## src/rtl/oled_spi_tx.sv

```systemverilog
// oled_spi_tx
//   Byte-level SPI transmitter for the SSD1306 OLED (4-wire, write-only,
//   mode 0, MSB first). It answers the spi_send / spi_data / send_done
//   handshake of the OLED sequencers. It latches one byte and its D/C flag,
//   shifts the byte out, and then pulses send_done for one cycle.
//
//   Optional feature: define OLED_SPI_BURST_EN to keep cs_n low for up to
//   BURST_WIN cycles after a frame. A following byte with the same D/C value
//   then skips the chip-select setup phase.
//
// Ports
//   clk        in   system clock
//   reset_n    in   asynchronous active-low reset
//   spi_send   in   level request, held by the initiator until send_done
//   spi_data   in   byte to send
//   dc_in      in   0 = command byte, 1 = display data byte
//   send_done  out  one-cycle pulse when the byte has been fully sent
//   busy       out  high from acceptance until the cycle after send_done
//   oled_sclk  out  SPI clock, idle low
//   oled_sdin  out  SPI data; changes on SCLK fall
//   oled_cs_n  out  chip select, active low
//   oled_dc    out  D/C pin; registered at acceptance, stable for the frame
module oled_spi_tx #(
  parameter int CLK_DIV   = 4,
  parameter int CS_SETUP  = 2,
  parameter int CS_HOLD   = 2,
  parameter int BURST_WIN = 8
) (
  input  logic       clk,
  input  logic       reset_n,
  input  logic       spi_send,
  input  logic [7:0] spi_data,
  input  logic       dc_in,
  output logic       send_done,
  output logic       busy,
  output logic       oled_sclk,
  output logic       oled_sdin,
  output logic       oled_cs_n,
  output logic       oled_dc
);

  // One shared down-counter times setup, half-periods, hold and the burst window.
  localparam int CNT_MAX_A = (CLK_DIV  > CS_SETUP)  ? CLK_DIV  : CS_SETUP;
  localparam int CNT_MAX_B = (CS_HOLD  > BURST_WIN) ? CS_HOLD  : BURST_WIN;
  localparam int CNT_MAX   = (CNT_MAX_A > CNT_MAX_B) ? CNT_MAX_A : CNT_MAX_B;
  localparam int CNT_W     = $clog2(CNT_MAX) + 1;

  localparam logic [CNT_W-1:0] DIV_LD   = CNT_W'(CLK_DIV - 1);
  localparam logic [CNT_W-1:0] SETUP_LD = CNT_W'(CS_SETUP - 1);
  localparam logic [CNT_W-1:0] HOLD_LD  = CNT_W'(CS_HOLD - 1);
`ifdef OLED_SPI_BURST_EN
  localparam logic [CNT_W-1:0] WIN_LD   = CNT_W'(BURST_WIN - 1);
`endif

  typedef enum logic [2:0] {IDLE, SETUP, SHIFT, HOLD, DONE, ARMED} state_t;

  state_t           state;
  logic [CNT_W-1:0] cnt;
  logic [2:0]       bit_cnt;
  logic [7:0]       shreg;
  logic             accept;
  logic             shift_fall;

  // accept: a new byte is latched this cycle.
  // shift_fall: SCLK falls and the next lower bit is presented.
  always_comb begin
    accept = (state == IDLE) && spi_send;
`ifdef OLED_SPI_BURST_EN
    if ((state == ARMED) && spi_send && (dc_in == oled_dc)) accept = 1'b1;
`endif
    shift_fall = (state == SHIFT) && (cnt == '0) && oled_sclk && (bit_cnt != 3'd0);
  end

  // Byte shift register; data only, so it carries no reset.
  always_ff @(posedge clk) begin
    if (accept)          shreg <= spi_data;
    else if (shift_fall) shreg <= {shreg[6:0], 1'b0};
  end

  always_ff @(posedge clk or negedge reset_n) begin
    if (!reset_n) begin
      state     <= IDLE;
      cnt       <= '0;
      bit_cnt   <= 3'd0;
      send_done <= 1'b0;
      busy      <= 1'b0;
      oled_sclk <= 1'b0;
      oled_sdin <= 1'b0;
      oled_cs_n <= 1'b1;
      oled_dc   <= 1'b0;
    end else begin
      send_done <= 1'b0;
      case (state)
        IDLE: begin
          if (spi_send) begin
            state     <= SETUP;
            cnt       <= SETUP_LD;
            oled_cs_n <= 1'b0;
            oled_dc   <= dc_in;
            oled_sdin <= spi_data[7];
            busy      <= 1'b1;
          end
        end
        SETUP: begin
          if (cnt == '0) begin
            state   <= SHIFT;
            cnt     <= DIV_LD;
            bit_cnt <= 3'd7;
          end else begin
            cnt <= cnt - 1'b1;
          end
        end
        SHIFT: begin
          if (cnt != '0) begin
            cnt <= cnt - 1'b1;
          end else if (!oled_sclk) begin
            oled_sclk <= 1'b1;
            cnt       <= DIV_LD;
          end else begin
            oled_sclk <= 1'b0;
            if (bit_cnt == 3'd0) begin
              state <= HOLD;
              cnt   <= HOLD_LD;
            end else begin
              bit_cnt   <= bit_cnt - 1'b1;
              oled_sdin <= shreg[6];
              cnt       <= DIV_LD;
            end
          end
        end
        HOLD: begin
          if (cnt == '0) begin
            state     <= DONE;
            send_done <= 1'b1;
`ifndef OLED_SPI_BURST_EN
            oled_cs_n <= 1'b1;
`endif
          end else begin
            cnt <= cnt - 1'b1;
          end
        end
        DONE: begin
          busy      <= 1'b0;
          oled_sdin <= 1'b0;
`ifdef OLED_SPI_BURST_EN
          state     <= ARMED;
          cnt       <= WIN_LD;
`else
          state     <= IDLE;
`endif
        end
`ifdef OLED_SPI_BURST_EN
        // cs_n is still low here. A same-D/C byte starts shifting at once.
        // A D/C change or window expiry releases cs_n.
        ARMED: begin
          if (spi_send) begin
            if (dc_in == oled_dc) begin
              state     <= SHIFT;
              cnt       <= DIV_LD;
              bit_cnt   <= 3'd7;
              oled_sdin <= spi_data[7];
              busy      <= 1'b1;
            end else begin
              oled_cs_n <= 1'b1;
              state     <= IDLE;
            end
          end else if (cnt == '0) begin
            oled_cs_n <= 1'b1;
            state     <= IDLE;
          end else begin
            cnt <= cnt - 1'b1;
          end
        end
`endif
        default: state <= IDLE;
      endcase
    end
  end

endmodule
```

## config.mk

```make
export PLATFORM = sky130hd
export DESIGN_NAME = oled_spi_tx
export DESIGN_NICKNAME = d
export VERILOG_FILES = /design/src/rtl/oled_spi_tx.sv
export SDC_FILE = /design/constraint.sdc
export NUM_CORES = 1
export LEC_CHECK = 0
export CAP_MARGIN = 10
export CORE_MARGIN = 5
export CORE_UTILIZATION = 61
export DETAILED_ROUTE_END_ITERATION = 6
export DONT_BUFFER_PORTS = 1
export HOLD_SLACK_MARGIN = 0.08
export PLACE_DENSITY = 0.86
export SYNTH_ARGS = -nofsm -noshare
export SYNTH_HDL_FRONTEND = slang
export SYNTH_SLANG_ARGS = --single-unit
export TNS_END_PERCENT = 10
```

## constraint.sdc

```tcl
create_clock -name clk -period 2.5 [get_ports clk]
set_clock_uncertainty 0.05 [all_clocks]
set_input_delay 0.5 -clock clk [delete_from_list [all_inputs] [get_ports clk]]
set_output_delay 0.5 -clock clk [all_outputs]
set_load 0.02 [all_outputs]
```

# --- Word-level counts from Yosys, hierarchy flattened ---
# Cells that the tools add are included.
classes:
  add_sub_neg: 2
  eq_ne: 12
  n_mux: 34
  bitwise: 1
  reduce_logical: 23
op_table:
  columns: ["op", "n"]
  rows:
  - ["$mux 3", 10]
  - ["$mux 4", 4]
  - ["$pmux 4 s4", 1]
  - ["$mux 7", 2]
  - ["$ne 2x2->1 const B", 7]
  - ["$pmux 3 s4", 1]
  - ["$mux 1", 10]
  - ["$reduce_and 5->1", 2]
  - ["$reduce_bool 2->1", 4]
  - ["$reduce_bool 4->1", 2]
  - ["$eq 3x2->1 const B", 2]
  - ["$logic_not 3->1", 2]
  - ["$pmux 3 s2", 1]
  - ["$reduce_and 2->1", 3]
  - ["$reduce_and 3->1", 2]
  - ["$reduce_and 6->1", 1]
  - ["$reduce_bool 3->1", 2]
  - ["$logic_and 1x1->1", 4]
  - ["$logic_not 4->1", 1]
  - ["$mux 2", 2]
  - ["$pmux 1 s2", 2]
  - ["$sub 4x1->4 const B", 1]
  - ["$eq 3x1->1 const B", 1]
  - ["$eq 3x3->1 const B", 1]
  - ["other kinds (4)", 4]
word_totals:
  regBits: 23
  input_bits: 12
  out_inout_bits: 6
  word_cells: 82

# --- Logic depth before layout (Yosys ltp) ---
# Gate-level depths: netlist of the first run.
logic_depth:
  ltp_word: 6
  mapped_depth: 6
  depth_no_buf: 6

# --- Worst setup path before layout of the first run ---
# OpenSTA, ideal clock, no wires.
synth_timing:
  kind: "reg2reg"
  start: "register cnt[0]"
  end: "register shreg[0], enable pin"
  setup_time_ns: 0.374
  t_arrival_ns: 1.475
  required_ns: 2.076
  slack_ns: 0.601
  path_stages_with_launch: 6
  path_buffers: 0
  period_less_slack_ns: 1.899
  path_cell_list: "dfrtp_1 > inv_1 > ha_1 > nor3b_4 > nand3_4 > o22ai_1"
synth_via:
  elab_chain_cells: 5
synth_rtl:
  columns: ["item", "line", "source"]
  rows:
  - ["start, declared", "58", "logic [CNT_W-1:0] cnt;"]
  - ["start signal, assigned", "110", "cnt <= cnt - 1'b1;"]
  - ["start signal, assigned", "115", "cnt <= cnt - 1'b1;"]
  - ["start signal, assigned", "139", "cnt <= cnt - 1'b1;"]
  - ["$logic_not 4->1", "71", "shift_fall = (state == SHIFT) && (cnt == '0) && oled_sclk && (bit_cnt != 3'd0);"]
  - ["$logic_and 1x1->1 (3 in series)", "71", null]
  - ["$reduce_bool 2->1 (no source line)", null, null]
  - ["end signal, assigned", "76", "if (accept) shreg <= spi_data;"]
  - ["end signal, assigned", "77", "else if (shift_fall) shreg <= {shreg[6:0], 1'b0};"]
  - ["end, declared", "60", "logic [7:0] shreg;"]
# Every way passes these cells.
# A chain may end at the register's enable or synchronous reset.

# --- Final worst setup path of the first run ---
layout_timing:
  start: "register state[0]"
  end: "register shreg[5] (data pin)"
layout_via:
  elab_chain_cells: 3
layout_rtl:
  columns: ["item", "line", "source"]
  rows:
  - ["start, declared", "57", "state_t state;"]
  - ["start signal, assigned", "82", "state <= IDLE;"]
  - ["start signal, assigned", "96", "state <= SETUP;"]
  - ["start signal, assigned", "106", "state <= SHIFT;"]
  - ["$logic_not 3->1", "67", "accept = (state == IDLE) && spi_send;"]
  - ["$logic_and 1x1->1", "67", null]
  - ["$mux 7", "76", null]
# Every way passes these cells.

==> results of run 1 <==
-- layer usage --
| layer | GRT usage | share of wire |
|---|---|---|
| met3 | 0.0518 | 0.059 |
| met5 | 0 | 0 |
| met2 | 0.303 | 0.50 |
| met4 | 0.0996 | 0.017 |
| met1 | 0.226 | 0.42 |
-- sequential cells by signal, indices dropped and copies added, names as in the netlist --
signal	flops
cnt	4
state	3
oled_cs_n	1
oled_dc	1
send_done	1
oled_sclk	1
busy	1
bit_cnt	3
shreg	7
oled_sdin	1
-- final timing paths --
check,cells after the start,startpoint,to,slack [ns]
worst max-delay path,4,state[0],shreg[5],0.39
worst min-delay path,1,dc_in,oled_dc,0.28
worst max register to register,4,state[0],shreg[5],0.39
worst min register to register,1,cnt[0],cnt[0],0.47
max in group asynchronous,1,reset_n,oled_dc,1.31
min in group asynchronous,1,reset_n,oled_sclk,0.63
-- cells by family (layout without fill, tap and decap cells) --
kind of cell | after synthesis | in the layout | share of synthesized area
and+or+nand+nor | 33 | 33 | 0.160
AOI/OAI and AO/OA | 26 | 26 | 0.149
DFF | 23 | 23 | 0.503
buffers and inverters | 13 | 16 | 0.0411
muxes | 10 | 10 | 0.0905
adders and majority gates | 4 | 4 | 0.0412
xor gates and xnor gates | 2 | 2 | 0.0144
-- cells in the mapped netlist (all sizes together), types with 2 or more instances --
library cell | n | area, µm²
ha | 4 | 50.1
a2bb2oi | 2 | 17.5
nor3b | 3 | 33.8
o31ai | 3 | 22.5
xnor2 | 2 | 17.5
clkbuf | 2 | 7.51
edfxtp | 7 | 210
inv | 9 | 33.8
and2 | 2 | 12.5
mux2 | 8 | 90.1
o21ai | 2 | 10.0
or3 | 2 | 12.5
nor2 | 11 | 43.8
nand2b | 3 | 18.8
o22ai | 3 | 18.8
nand2 | 5 | 18.8
nor3 | 3 | 15.0
a21oi | 9 | 45.0
buf | 2 | 8.75
o32ai | 2 | 17.5
dfrtp | 15 | 375
mux2i | 2 | 20.0
nand3 | 2 | 22.5
-- power by group through the flow --
stage          registers [µW]  logic (µW)  clock network, µW
2_1_floorplan             675         532                  0
4_1_cts                   743         594                174
3_3_place_gp              738         560                  0
6_report                  744         591                170
3_5_place_dp              751         583                  0
5_1_grt                   766         678                194
-- placed cells by master, fill, tap and decap left out, types with 3 or more instances in the layout --
cell type	netlist	layout
o22ai_1	3	3
nor2_1	10	10
dfrtp_1	15	15
a21oi_1	9	9
nor3_1	3	3
o31ai_1	3	3
nand2b_1	3	3
mux2_2	7	7
edfxtp_1	7	7
nand2_1	5	5
inv_1	9	9
clkbuf_4	0	3
ha_1	4	4
-- cell type report --
cell class	count	share of cell area
clock buffer	3	0.0175
clock inverter	1	0.00389
inverter	9	0.0263
multi-input combinational	75	0.431
sequential	23	0.476
tap	27	0.0263
timing repair buffer	3	0.0195
-- repair_timing --
item                       in CTS  in global routing
setup endpoints to repair       0                  0
hold buffers                    1                  0
hold endpoints to repair       16                  0
setup buffers                   0                  0
-- through the flow --
| step | hold slack (ns) | setup slack [ns] | total power [µW] |
|---|---|---|---|
| 2_1_floorplan | 0.154 | 0.601 | 1210 |
| 3_3_place_gp | 0.155 | 0.506 | 1300 |
| 3_5_place_dp | 0.155 | 0.412 | 1330 |
| 4_1_cts | 0.275 | 0.399 | 1510 |
| 5_1_grt | 0.259 | 0.229 | 1640 |
| 6_report | 0.279 | 0.388 | 1510 |
==> run metrics, run 1 <==
Placer Congestion=~0.75; Die Width=approximately 55 µm; Port Buf Inserts=0; final period utilization=0.845; Final Net Count=about 130; Reg clk slew, reported paths=0.12 ns; fraction of registers with async set/reset=0.696; Worst setup SP type=register; Warnings, synthesis=0; Gate Count Post-Synth=approximately 110; DRC=0; CTS tree=done; Clock Path Buffers=2; Net Sw Power=around 620 µW; die height=~55 µm; register share of total power=0.494; clk sink count=23; post-route ant nets=0; Detailed Route WL=2.30 mm; ant diodes=0; CTS Root Cell=clkbuf_4; peak supply drop=~0.00075 V; Internal=just under 900 µW; RSZ-0062 raised after global routing=no; die area=0.00299 mm²; placed instance count=136; Crit path buffers/inverters=0; pin count of the biggest net entering global routing=22; Post-CTS Resized=0; dpl hpwl=between 1.5 and 2 mm; status=completed; Starting Density=0.633; routed len/inst=around 16 µm; Syn Area/Cell=11.0 µm²; vias in the first global route=between 800 and 900; CP Capture Type=register; crit path kind=reg -> reg; post-synthesis cell type count=36; GR Overflow Total=0; Tightest Hold Check Type=in -> reg; clock power share=0.113; 1st-pass router iterations=4; worst-margin pin slew=0.748 ns; Post-synth top flop=dfrtp_1; H-tree Lvls=1; share of post-route cells with drive strength above 1=0.175; min Tclk post-route=roughly 2.1 ns; worst path cell trace=nor2_1, nand2_1, nor2_2, mux2_2; initial DRC count=13; fmax=between 400 and 500 MHz; initial antenna violation count=0; final hold vios=0; synthesized net count=around 130; All-Layer GR Usage=0.188; Via Count=about 830; Fill cells=around 160; largest delay contributor family on the critical path=simple AND/OR/NAND/NOR gates; post-route cell area=~0.0013 mm²; first-pass GRT wire length=3.83 mm; WP data arrival=~2.1 ns; sequential share of the synthesized area=0.503; max-cap violations=0; CP peak stage delay=0.53 ns; Core Util, Final=0.669; Sw Share=0.410; Reg area=approximately 600 µm²; slowest CP cell=dfrtp_1; Top-Level Pins=18; post-DR vias/cell=about 5.9; final setup vio count=0; setup_tns=0 ns; dpl cell area=0.00125 mm²; multi-input logic area=between 500 and 600 µm²; Yosys reg bits=23; Comb pwr share=0.392; leakage power=between 0.0005 and 0.0006 µW; Layout Cells excl Fill=between 100 and 150; Num CTS Buffers=3; EDFF count, synth=7; Data required, critical path=2.53 ns; Max Fanout on Critical Path=13; Area growth syn-to-layout=5.76%; Slew HR=0.500; Core Footprint=0.00192 mm²; Row Count=16; Power Density=roughly 1200 mW/mm²; clk_lat worst skew=slightly above 0.3 ns; Post-Syn Area=~0.0012 mm²; final slew viol count=0
No activity file was read; power rests on OpenSTA's default activity.
==> run 2, diff against run 1 <==
CORE_UTILIZATION = 55   (was 61)
PLACE_DENSITY = 0.82   (was 0.86)
clock period = 1.85 ns   (was 2.5 ns; I/O delays follow)
==> run 2 against run 1 <==
  * Worst setup slack lost 0.37 ns
  * Global-route usage shrank 2.9 points
  * Die area grew 8.9%
  * Sequential power grew 31%
  * Critical path depth grew 2
  * Routed wire length grew 9.6%
  * Total power grew 53%
  * Cell count grew 7.8%
  * First-iteration DRC count grew 92%
  * Worst hold slack lost 0.14 ns
  * Flip-flop and latch count is the same
  * Highest routed layer unchanged
==> run metrics, run 2 (synthesis gave the netlist of run 1 again) <==
status=completed (unchanged); clock power share=0.103 (was 0.113); Port Buf Inserts=0 (unchanged); die height=57.0 µm (was 54.7 µm); H-tree Lvls=1 (unchanged); Via Count=882 (was 832); pin count of the biggest net entering global routing=17 (was 22); routed len/inst=16.6 µm (was 16.3 µm); dpl hpwl=1.77 mm (was 1.69 mm); initial DRC count=25 (was 13); register share of total power=0.422 (was 0.494); final hold vios=0 (unchanged); initial antenna violation count=0 (unchanged); peak supply drop=0.00117 V (was 0.000749 V); Worst setup SP type=register (unchanged); worst path cell trace=inv_2, ha_4, nor3b_4, nand3_4, o41ai_4, mux2_4 (was nor2_1, nand2_1, nor2_2, mux2_2); Top-Level Pins=18 (unchanged); crit path kind=reg -> reg (unchanged); Max Fanout on Critical Path=2 (was 13); 1st-pass router iterations=4 (unchanged); final period utilization=0.990 (was 0.845); GR Overflow Total=0 (unchanged); clk sink count=23 (unchanged); most frequent cells in the layout=dfrtp_1 (15), buf_4 (12), nor2_1 (10) (was dfrtp_1 (15), nor2_1 (10), inv_1 (9), a21oi_1 (9)); CTS tree=done (unchanged); Slew HR=0.514 (was 0.500); DRC=0 (unchanged); first-pass GRT wire length=4.08 mm (was 3.83 mm); Data required, critical path=2.03 ns (was 2.53 ns); worst-margin pin slew=0.726 ns (was 0.748 ns); Area growth syn-to-layout=17.4% (was 5.76%); CP Capture Type=register (unchanged); vias in the first global route=894 (was 843); final slew viol count=0 (unchanged); min Tclk post-route=1.83 ns (was 2.11 ns); Top reg by flops=shreg (unchanged); leakage power=0.000594 µW (was 0.000524 µW); Row Count=17 (was 16); Sw Share=0.412 (was 0.410); die area=0.00325 mm² (was 0.00299 mm²); Clock Path Buffers=2 (unchanged); Die Width=57.0 µm (was 54.7 µm); Starting Density=0.561 (was 0.633); All-Layer GR Usage=0.160 (was 0.188); setup_tns=0 ns (unchanged); slowest CP cell=dfrtp_1 (unchanged); max-cap violations=0 (unchanged); Tightest Hold Check Type=in -> reg (unchanged); CTS Root Cell=clkbuf_4 (unchanged); clk_lat worst skew=0.32 ns (was 0.31 ns); Final Net Count=141 (was 131); max FFs per register=7 (unchanged); WP data arrival=2.01 ns (was 2.14 ns); Detailed Route WL=2.53 mm (was 2.30 mm); largest delay contributor family on the critical path=flip-flops (was simple AND/OR/NAND/NOR gates); Net Sw Power=949 µW (was 617 µW); Internal=1350 µW (was 889 µW); Core Footprint=0.00217 mm² (was 0.00192 mm²); post-DR vias/cell=5.80 (was 5.90); commonest non-fill, non-tap cell in the layout=dfrtp_1 (unchanged); CP peak stage delay=0.41 ns (was 0.53 ns); final critical-path setup slack=0.0181 ns (was 0.388 ns); fmax=546 MHz (was 473 MHz); Placer Congestion=0.801 (was 0.751); share of post-route cells with drive strength above 1=0.306 (was 0.175); hold slack=0.137 ns (was 0.279 ns); final setup vio count=0 (unchanged); Num CTS Buffers=3 (unchanged); Reg clk slew, reported paths=0.13 ns (was 0.12 ns); Power Density=1610 mW/mm² (was 1170 mW/mm²); RSZ-0062 raised after global routing=yes (was no); Crit path buffers/inverters=1 (was 0); post-route ant nets=0 (unchanged); Comb pwr share=0.476 (was 0.392); ant diodes=0 (unchanged); top flop regs=shreg: 7 flops, cnt: 4 flops (unchanged); Placement Setup Slack=-0.0438 ns (was 0.412 ns)
## run 2: cell types whose count changed in the layout (fill, tap and decap cells not counted), sizes merged
cell,delta
buf,+10
## run 2: worst paths after layout
path	from	to	slack (ns)	depth (start not counted)
worst min register to register	shreg[2]	shreg[3]	0.52	1
worst max-delay path	cnt[0]	oled_sdin	0.02	6
max in group asynchronous	reset_n	cnt[1]	0.81	1
worst max register to register	cnt[0]	oled_sdin	0.02	6
min in group asynchronous	reset_n	state[1]	0.48	1
worst min-delay path	dc_in	oled_dc	0.14	1
## run 2: through the flow
step	cell area, µm²	std cells	power [µW]	utilization
finish	1430	152	2300	0.658
global route	1430	152	2460	0.658
CTS	1380	150	2190	0.634
detailed placement	1320	145	1910	0.607
global placement	1320	145	1840	0.607
floorplan	1220	111	1640	-
## run 2: routing by layer
layer  part of all wire  track usage  up-vias
met3              0.052       0.0407        5
li1                   -            -      423
met1               0.42        0.198      430
met4              0.011       0.0629        0
met5                  0            0        -
met2               0.51        0.266       24
## run 2: power groups by stage
stage / combinational, µW / sequential (µW) / clock [µW]
final: 1090 / 971 / 236
after global routing: 1200 / 998 / 269
after CTS: 989 / 965 / 241
after detailed placement: 931 / 977 / 0
after global placement: 879 / 963 / 0
after floorplan: 724 / 912 / 0
## run 2: what timing repair did
| item | in CTS | in global routing |
|---|---|---|
| setup buffers | 0 | 2 |
| resized for setup | 3 | 8 |
| setup endpoints to repair | 2 | 7 |
| pin swaps | 0 | 2 |
| endpoints found under the hold margin | 16 | 0 |
| cloned | 0 | 0 |
| hold buffers | 1 | 0 |
## run 2: final cells by class
class	count	area (µm²)
fillers	172	742
multi-input cells	75	619
flip-flops and latches	23	612
repair buffers	13	100
well taps	28	35.0
inverters	9	33.8
clock buffers	3	22.5
clock inverters	1	5.00
==> run 3, diff against run 2 <==
CELL_PAD_IN_SITES_DETAIL_PLACEMENT = 0   (was unset)
CELL_PAD_IN_SITES_GLOBAL_PLACEMENT = 2   (was unset)
CORE_UTILIZATION = 36   (was 55)
==> run 3 against run 2 <==
  * Sequential power shrank 2%
  * Largest cell class is now registers
  * Via count fell by 0.34%
  * Register-to-register slack about the same
  * Worst hold slack improved by 0.0063 ns
  * Combinational power is 4% lower
  * Non-clock buffer count grew 1
  * Flip-flop and latch count unchanged
  * Critical path type unchanged
  * Critical path depth did not move
  * Worst setup slack better by 0.014 ns
  * Count of clock-buffer cells in the layout stayed put
  * Critical endpoint unchanged
==> run metrics, run 3 (synthesis gave the netlist of run 1 again) <==
status=completed (unchanged); CTS tree=done (unchanged); post-route cell area=0.00143 mm² (about the same); Core Footprint=0.00331 mm² (was 0.00217 mm²); share of post-route cells with drive strength above 1=0.288 (was 0.306); slowest CP cell=dfrtp_1 (unchanged); peak supply drop=0.000814 V (was 0.00117 V); Starting Density=0.367 (was 0.561); worst-margin pin slew=0.756 ns (was 0.726 ns); Placer Congestion=0.744 (was 0.801); max-cap violations=0 (unchanged); Clock Path Buffers=2 (unchanged); max FFs per register=7 (unchanged); clk_lat worst skew=0.32 ns (about the same); worst path cell trace=inv_2, ha_4, nor3b_4, nand3_4, o41ai_2, mux2_1 (was inv_2, ha_4, nor3b_4, nand3_4, o41ai_4, mux2_4); Num CTS Buffers=3 (unchanged); min Tclk post-route=1.82 ns (was 1.83 ns); Worst setup SP type=register (unchanged); Stages on worst setup path=6 (unchanged); WP data arrival=1.98 ns (was 2.01 ns); 1st-pass router iterations=4 (unchanged); RSZ-0062 raised after global routing=yes (unchanged); All-Layer GR Usage=0.122 (was 0.160); H-tree Lvls=1 (unchanged); final slew viol count=0 (unchanged); top flop regs=shreg: 7 flops, cnt: 4 flops (unchanged); Detailed Route WL=2.44 mm (was 2.53 mm); Power Density=1570 mW/mm² (was 1610 mW/mm²); Reg clk slew, reported paths=0.13 ns (about the same); setup_tns=0 ns (unchanged); die height=68.1 µm (was 57.0 µm); commonest non-fill, non-tap cell in the layout=dfrtp_1 (unchanged); Tightest Hold Check Type=in -> reg (unchanged); final period utilization=0.983 (was 0.990); Port Buf Inserts=0 (unchanged); initial antenna violation count=0 (unchanged); dpl cell area=0.00134 mm² (was 0.00132 mm²); leakage power=0.000576 µW (was 0.000594 µW); initial DRC count=28 (was 25); Crit path buffers/inverters=1 (unchanged); Top-Level Pins=18 (unchanged); final critical-path setup slack=0.0323 ns (was 0.0181 ns); Row Count=21 (was 17); vias in the first global route=885 (was 894); Die Width=68.1 µm (was 57.0 µm); pin count of the biggest net entering global routing=17 (unchanged); clk sink count=23 (unchanged); CP Capture Type=register (unchanged); post-route ant nets=0 (unchanged); R2R depth=6 (unchanged); Hold Path Cell Cnt=1 (unchanged); fmax=550 MHz (was 546 MHz); final setup vio count=0 (unchanged); Via Count=879 (was 882); crit path kind=reg -> reg (unchanged); CTS Root Cell=clkbuf_4 (unchanged); post-DR vias/cell=5.14 (was 5.80); GR Overflow Total=0 (unchanged); CP peak stage delay=0.42 ns (was 0.41 ns); routed len/inst=14.3 µm (was 16.6 µm); Layout Cells excl Fill=171 (was 152); Placement Setup Slack=-0.0257 ns (was -0.0438 ns); Max Fanout on Critical Path=3 (was 2); DRC=0 (unchanged); reg2reg setup slack=0.03 ns (was 0.02 ns); Data required, critical path=2.02 ns (was 2.03 ns); final hold vios=0 (unchanged); Fill cells=330 (was 172); Area growth syn-to-layout=17.8% (was 17.4%); Top reg by flops=shreg (unchanged); placed instance count=163 (was 145); ant diodes=0 (unchanged); Slew HR=0.495 (was 0.514); most frequent cells in the layout=dfrtp_1 (15), buf_4 (13), nor2_1 (10) (was dfrtp_1 (15), buf_4 (12), nor2_1 (10)); die area=0.00464 mm² (was 0.00325 mm²); dpl hpwl=1.77 mm (about the same); first-pass GRT wire length=4.17 mm (was 4.08 mm); largest delay contributor family on the critical path=flip-flops (unchanged); hold slack=0.143 ns (was 0.137 ns); Final Net Count=142 (was 141)
[run 3: cell count changes in the layout (fill, tap and decap cells not counted)]
cell / previous run / this run
a211oi_1: 0 / 1
a211oi_2: 1 / 0
buf_4: 12 / 13
clkinv_2: 1 / 0
clkinvlp_4: 0 / 1
mux2_1: 0 / 1
mux2_4: 1 / 0
nand2b_1: 2 / 3
nand2b_4: 1 / 0
o41ai_2: 0 / 1
o41ai_4: 1 / 0
[run 3: worst paths after layout]
kind | from | endpoint
max | cnt[0] | oled_sdin
max in group asynchronous | reset_n | state[2]
min reg2reg | shreg[2] | shreg[3]
min | dc_in | oled_dc
max reg2reg | cnt[0] | oled_sdin
min in group asynchronous | reset_n | oled_sclk
[run 3: final cells by class]
class                           count  area (µm²)  share of cell area
Clock inverter                      1        7.51             0.00524
Inverter                            9        33.8              0.0236
Multi-Input combinational cell     75         592               0.413
Clock buffer                        3        22.5              0.0157
Timing Repair Buffer               14         108              0.0751
Tap cell                           46        57.6              0.0402
Sequential cell                    23         612               0.427
[run 3: where the power goes]
part,total [µW],internal [µW],switching [µW]
combinational,1050,524,527
sequential,951,721,230
clock,245,82.6,162
total,2250,1330,920
[run 3: through the flow]
step / total power [µW] / util
2_1_floorplan: 1640 / -
3_3_place_gp: 1880 / 0.404
3_5_place_dp: 1910 / 0.404
4_1_cts: 2180 / 0.418
5_1_grt: 2450 / 0.433
6_report: 2250 / 0.433
[run 3: repair_timing]
action	CTS	global route
hold buffers	1	0
buffers inserted	0	3
endpoints found under the hold margin	16	0
endpoints found under the setup margin	3	16
gates resized for setup	1	6
pin swaps	0	2
[run 3: worst register-to-register path, delay by kind of cell, from the launching register on]
kind / cells / cell delay [ns]
DFF: 1 / 0.42
muxes: 1 / 0.36
AOI/OAI and AO/OA: 1 / 0.34
and+or+nand+nor: 2 / 0.33
adders and majority gates: 1 / 0.13
buffers and inverters: 1 / 0.09
[run 3: per-layer routing]
metal	track usage	wire (µm)	vias up
met5	0	0	-
met4	0.0298	15	0
met3	0.0493	157	2
met2	0.197	1170	17
met1	0.150	1090	431
li1	-	-	429
